===== config.mk =====
export PLATFORM = sky130hd
export DESIGN_NAME = i2s_tx
export DESIGN_NICKNAME = d
export VERILOG_FILES = /design/src/rtl/eq_audio_pkg.sv /design/src/rtl/i2s_clkgen.sv /design/src/rtl/i2s_tx.sv
export SDC_FILE = /design/constraint.sdc
export NUM_CORES = 1
export LEC_CHECK = 0
export CORE_MARGIN = 2
export CORE_UTILIZATION = 50
export CTS_CLUSTER_SIZE = 16
export DETAILED_ROUTE_END_ITERATION = 8
export PLACE_DENSITY = 0.68
export SLEW_MARGIN = 15
export SYNTH_ARGS = -nofsm -noshare
export SYNTH_HDL_FRONTEND = slang
export SYNTH_SLANG_ARGS = --single-unit

===== constraint.sdc =====
create_clock -name sample_clock -period 3.7 [get_ports sample_clock]
set_input_delay 0.74 -clock sample_clock [delete_from_list [all_inputs] [get_ports sample_clock]]
set_output_delay 0.74 -clock sample_clock [all_outputs]
set_load 0.02 [all_outputs]

===== src/rtl/eq_audio_pkg.sv =====
// Shared audio-path constants and types for the equalizer playback chain.
// Used by the I2S transmitter and the I2S receiver that feeds audio_equalizer.
package eq_audio_pkg;

    localparam int SAMPLE_WD  = 24;
    localparam int SLOT_BITS  = 32;
    localparam int FRAME_BITS = 64;
    localparam int POS_W      = $clog2(FRAME_BITS);
    localparam int OFF_W      = $clog2(SLOT_BITS);

    typedef logic signed [SAMPLE_WD-1:0] sample_t;

endpackage


===== src/rtl/i2s_clkgen.sv =====
// I2S bit/word clock generator: BCLK divider, falling-edge strobe,
// frame bit position and LRCLK.
module i2s_clkgen
    import eq_audio_pkg::*;
#(
    parameter int BCLK_DIV = 16
) (
    input  logic             sample_clock,
    input  logic             reset,
    output logic             bclk_o,
    output logic             lrclk_o,
    output logic             fall_o,
    output logic [POS_W-1:0] pos_o
);

    localparam int CNT_W = (BCLK_DIV > 1) ? $clog2(BCLK_DIV) : 1;

    logic [CNT_W-1:0] div_cnt_q, div_cnt_d;
    logic             bclk_q, bclk_d;
    logic [POS_W-1:0] pos_q, pos_d;
    logic             wrap;

    always_comb begin
        wrap      = (div_cnt_q == CNT_W'(BCLK_DIV - 1));
        div_cnt_d = wrap ? '0 : div_cnt_q + 1'b1;
        bclk_d    = wrap ? ~bclk_q : bclk_q;
        fall_o    = wrap & bclk_q;
        pos_d     = fall_o ? pos_q + 1'b1 : pos_q;
    end

    // pos resets to the last slot bit so the first fall starts a new frame
    always_ff @(posedge sample_clock or negedge reset) begin
        if (!reset) begin
            div_cnt_q <= '0;
            bclk_q    <= 1'b0;
            pos_q     <= '1;
        end else begin
            div_cnt_q <= div_cnt_d;
            bclk_q    <= bclk_d;
            pos_q     <= pos_d;
        end
    end

    assign bclk_o  = bclk_q;
    assign lrclk_o = pos_q[POS_W-1];
    assign pos_o   = pos_q;

endmodule


===== src/rtl/i2s_tx.sv =====
// Stereo I2S transmitter: valid/ready pair intake, one-entry hold
// register, and MSB-first serialiser with one-bit I2S delay.
module i2s_tx
    import eq_audio_pkg::*;
#(
    parameter int WD       = SAMPLE_WD,
    parameter int BCLK_DIV = 16
) (
    input  logic          sample_clock,
    input  logic          reset,
    input  logic [WD-1:0] in_left,
    input  logic [WD-1:0] in_right,
    input  logic          in_valid,
    output logic          in_ready,
    output logic          i2s_bclk,
    output logic          i2s_lrclk,
    output logic          i2s_sdata,
    output logic          frame_start,
    output logic          underrun
);

    logic             fall;
    logic [POS_W-1:0] pos;

    logic             hold_full_q, hold_full_d;
    logic [WD-1:0]    hold_l_q, hold_l_d;
    logic [WD-1:0]    hold_r_q, hold_r_d;
    logic [WD-1:0]    l_q, l_d;
    logic [WD-1:0]    r_q, r_d;
    logic             sdata_q, sdata_d;
    logic             fs_q, fs_d;
    logic             und_q, und_d;

    logic             load;
    logic [POS_W-1:0] pos_nx;
    logic [OFF_W-1:0] off;
    logic [WD-1:0]    word;
    logic [WD-1:0]    shifted;

    i2s_clkgen #(
        .BCLK_DIV(BCLK_DIV)
    ) u_clkgen (
        .sample_clock(sample_clock),
        .reset       (reset),
        .bclk_o      (i2s_bclk),
        .lrclk_o     (i2s_lrclk),
        .fall_o      (fall),
        .pos_o       (pos)
    );

    assign in_ready = !hold_full_q;

    always_comb begin
        hold_full_d = hold_full_q;
        hold_l_d    = hold_l_q;
        hold_r_d    = hold_r_q;
        l_d         = l_q;
        r_d         = r_q;
        load        = fall && (pos == '1);
        fs_d        = load;
        und_d       = load && !hold_full_q && !in_valid;

        if (load) begin
            hold_full_d = 1'b0;
            if (hold_full_q) begin
                l_d = hold_l_q;
                r_d = hold_r_q;
            end else if (in_valid) begin
                l_d = in_left;
                r_d = in_right;
            end else begin
                l_d = '0;
                r_d = '0;
            end
        end else if (in_valid && in_ready) begin
            hold_full_d = 1'b1;
            hold_l_d    = in_left;
            hold_r_d    = in_right;
        end

        // slot offset 1..WD carries sample bit WD-offset; position 0 is the delay bit
        pos_nx  = pos + 1'b1;
        off     = pos_nx[OFF_W-1:0];
        word    = pos_nx[POS_W-1] ? r_q : l_q;
        shifted = word >> (OFF_W'(WD) - off);
        sdata_d = sdata_q;
        if (fall) begin
            sdata_d = (off != '0) && (off <= OFF_W'(WD)) && shifted[0];
        end
    end

    always_ff @(posedge sample_clock or negedge reset) begin
        if (!reset) begin
            hold_full_q <= 1'b0;
            hold_l_q    <= '0;
            hold_r_q    <= '0;
            l_q         <= '0;
            r_q         <= '0;
            sdata_q     <= 1'b0;
            fs_q        <= 1'b0;
            und_q       <= 1'b0;
        end else begin
            hold_full_q <= hold_full_d;
            hold_l_q    <= hold_l_d;
            hold_r_q    <= hold_r_d;
            l_q         <= l_d;
            r_q         <= r_d;
            sdata_q     <= sdata_d;
            fs_q        <= fs_d;
            und_q       <= und_d;
        end
    end

    assign i2s_sdata   = sdata_q;
    assign frame_start = fs_q;
    assign underrun    = und_q;

endmodule


==> out/qor.csv <==
stage,metric,value,unit
power_and_ir_drop,p_int,0.00179,W
clock_network,clock_sinks,111,
grt,overflow,0,
logic_synthesis,synthesis.area,0.00513,sq mm
worst_setup_path,crit_type,reg2reg,
timing,fmax,342,MHz
logic_synthesis,yosys_register_bits,111,
grt,met1_usage,0.269,
clock_network,post-cts-setup-buffers,0,
timing,drv_slew,0,
timing,final_hold_viol_count,0,
finish,drive_gt1_frac,0.178,
run_status,status,"finished, final reports clean",
clock_network,cts_max_level,3,
finish,fillers,821,
worst_setup_path,critPathMaxFanout,21,
timing,slew_headroom,0.477,
worst_setup_path,crit_arrival,3.24,ns
power_and_ir_drop,vdd_drop_max,0.000327,V
timing,fin_skew,0.00909,ns
timing,setup_violations,0,
power_and_ir_drop,switchingPower,0.000489,W
worst_setup_path,cp.required,4.01,ns
timing,setup_ws,0.774,ns
worst_setup_path,ff2ff_path_depth,8,
place,io_buffer_count,56,
flow_run,cap_violations,0,
logic_synthesis,syn_inst,456,
logic_synthesis,yosysUniqueCellTypes,44,
grt,grt_pass1_vias,3643,
place,place_inst,617,
clock_network,root_buffer,clkbuf_8,
floorplan,dieHeight,105,um
floorplan,coreArea,0.00986,sq mm
power_and_ir_drop,powerDensity,380,mW/mm^2
logic_synthesis,yosysWarnings,0,
power_and_ir_drop,clkPwrFrac,0.366,
grt,grt_max_degree,99,
clock_network,clock_path_buffers,2,
finish,finalNonFillerCells,633,
floorplan,start_util,0.520,
detailed_routing,vias,3546,
place,place_ws,0.849,ns
finish,diodes,0,
grt,busiest_layer,met2,
place,dp_hpwl,7300,um
worst_setup_path,cp-end-kind,flop,
floorplan,dieArea,0.0111,sq mm
detailed_routing,drt_first_pass_iters,4,
place,routabilityCongestion,0.863,
power_and_ir_drop,pwr-share-seq,0.562,
timing,worstMarginPinSlew,0.784,ns
detailed_routing,drt.antenna.violating_nets,0,
floorplan,num_rows,36,
detailed_routing,drc,0,
logic_synthesis,syn-num-nets,510,
timing,timing.final.crit_share,0.791,
finish,nets,549,
grt,antenna_found_initial,0,
clock_network,cts.repair.resized,0,
power_and_ir_drop,switching_share,0.215,
detailed_routing,drt_iter0_markers,211,
detailed_routing,vias_per_cell,5.60,
clock_network,ctsHoldBuffers,0,
grt,grt_pass1_wl,18100,um
power_and_ir_drop,power.total,0.00228,W
grt,grt_use_met2,0.351,
clock_network,cts_tree,done,
clock_network,path_clk_slew,0.10,ns
power_and_ir_drop,p_leak,2.60,nW
clock_network,worstSkewPairLatency,0.37,ns
worst_setup_path,worstSetupStartpointType,flop,
floorplan,boundaryPins,57,
floorplan,die_w,105,um
grt,grt_util_met3,0.0445,
grt,grt_usage,0.207,
logic_synthesis,seq_area_frac_synth,0.543,
finish,area_growth,16.7,%
hold_path,worstHoldPathType,in2async,
detailed_routing,drt_wl_total,10700,um
logic_synthesis,post_synth.cell_area_avg,11.3,sq um
timing,tns,0,ns
timing,min_period,2.93,ns
detailed_routing,avgRoutedWirePerCell,16.9,um
power_and_ir_drop,combPwrFrac,0.072,
clock_network,cts_made_buffers,9,
timing,rsz0062_at_grt,false,
==> layout by cell type, fill, tap and decap left out, types with 5 or more instances in the layout <==
cell               n
mux2i_1           13
inv_1              5
xnor2_1            5
o21ai_0           55
clkdlybuf4s50_1   55
nand2_1           66
nand4_1            7
a22oi_1           48
clkbuf_8          11
mux2_2            51
dfstp_2            6
buf_4              5
nor2_1             7
dfrtp_1          105
==> power by group through the flow <==
stage / sequential, W / combinational, W / clock [W]
floorplan: 0.00130 / 0.0000706 / 0
global placement: 0.00130 / 0.000163 / 0
detailed placement: 0.00130 / 0.000168 / 0
CTS: 0.00128 / 0.000168 / 0.000866
global route: 0.00129 / 0.000184 / 0.000908
finish: 0.00128 / 0.000165 / 0.000834
==> flip-flops by register name (all words and copies together), names as in the netlist <==
name / flops
frame_start: 1
hold_full_q: 1
hold_l_q: 24
hold_r_q: 24
i2s_sdata: 1
l_q: 24
r_q: 24
u_clkgen.bclk_o: 1
u_clkgen.div_cnt_q: 4
u_clkgen.pos_o: 6
underrun: 1
==> logic make-up (layout without fill, tap and decap cells) <==
| group | after synthesis | count (layout) | synth area share |
|---|---|---|---|
| fa+ha+maj | 3 | 3 | 0.00731 |
| flops | 111 | 111 | 0.543 |
| buf+inv | 39 | 83 | 0.0375 |
| mux | 65 | 65 | 0.142 |
| xor+xnor | 10 | 10 | 0.0207 |
| compound gates | 121 | 121 | 0.149 |
| simple gates | 107 | 107 | 0.101 |
==> critical path: stages, from the launching register on <==
cell and delay [ns]:
dfstp_2 0.77, ha_1 0.54, or3b_1 0.46, a21boi_0 0.15
o21ai_0 0.12, xnor2_1 0.25, nor2_1 0.07, o311ai_1 0.29
a32o_1 0.21
==> metrics by stage <==
| stage | hold slack [ns] | util | instance area [sq um] |
|---|---|---|---|
| after floorplan | 0.444 | - | 5130 |
| after global placement | 0.461 | 0.583 | 5750 |
| after detailed placement | 0.470 | 0.583 | 5750 |
| after CTS | 0.489 | 0.607 | 5990 |
| after global routing | 0.464 | 0.607 | 5990 |
| final | 0.407 | 0.607 | 5990 |
==> worst paths after layout <==
path / endpoint / start / slack, ns
min in group sample_clock: r_q[5]$_DFFE_PN0P_ / r_q[5]$_DFFE_PN0P_ / 0.49
worst max-delay path: i2s_sdata$_DFFE_PN0P_ / u_clkgen.pos_o[0]$_DFFE_PN1P_ / 0.77
worst min register to register: r_q[5]$_DFFE_PN0P_ / r_q[5]$_DFFE_PN0P_ / 0.49
worst min-delay path: l_q[16]$_DFFE_PN0P_ / reset / 0.41
worst max register to register: i2s_sdata$_DFFE_PN0P_ / u_clkgen.pos_o[0]$_DFFE_PN1P_ / 0.77
max in group asynchronous: u_clkgen.pos_o[0]$_DFFE_PN1P_ / reset / 2.52
==> per-layer routing <==
layer / routed length [um] / up-vias
li1: - / 1726
met1: 4690 / 1731
met2: 5440 / 75
met3: 401 / 14
met4: 150 / 0
met5: 0 / -
==> layout make-up <==
type                            count  area [sq um]  share of cell area
Clock buffer                       11           151              0.0253
Multi-Input combinational cell    306          2160               0.361
Sequential cell                   111          2790               0.465
Inverter                            5          18.8             0.00313
Tap cell                          133           166              0.0278
Timing Repair Buffer               62           619               0.103
Clock inverter                      5          86.3              0.0144
==> synthesized netlist by cell type, drive strengths merged <==
master  number  area [sq um]
dfrtp      105          2630
nand2       67           254
o21ai       55           275
mux2        51           574
a22oi       48           360
clkbuf      23          86.3
mux2i       13           130
buf         11          87.6
nand4        8          65.1
nor2         8          32.5
dfstp        6           158
xnor2        6          71.3
inv          5          18.8
nand3        5          37.5
nor2b        5          31.3
a21oi        4          20.0
nor3b        4          30.0
xor2         4          35.0
and3         3          18.8
ha           3          37.5
nor3         3          15.0
a221oi       2          17.5
a31oi        2          12.5
o22ai        2          12.5
a211oi       1          7.51
a21boi       1          7.51
a311o        1          10.0
a32o         1          10.0
a32oi        1          8.76
a41oi        1          8.76
and4         1          8.76
mux4         1          22.5
o211ai       1          7.51
o311ai       1          8.76
or2          1          6.26
or3b         1          8.76
or4b         1          10.0
Note: power is estimated with default switching activity, not from simulation.
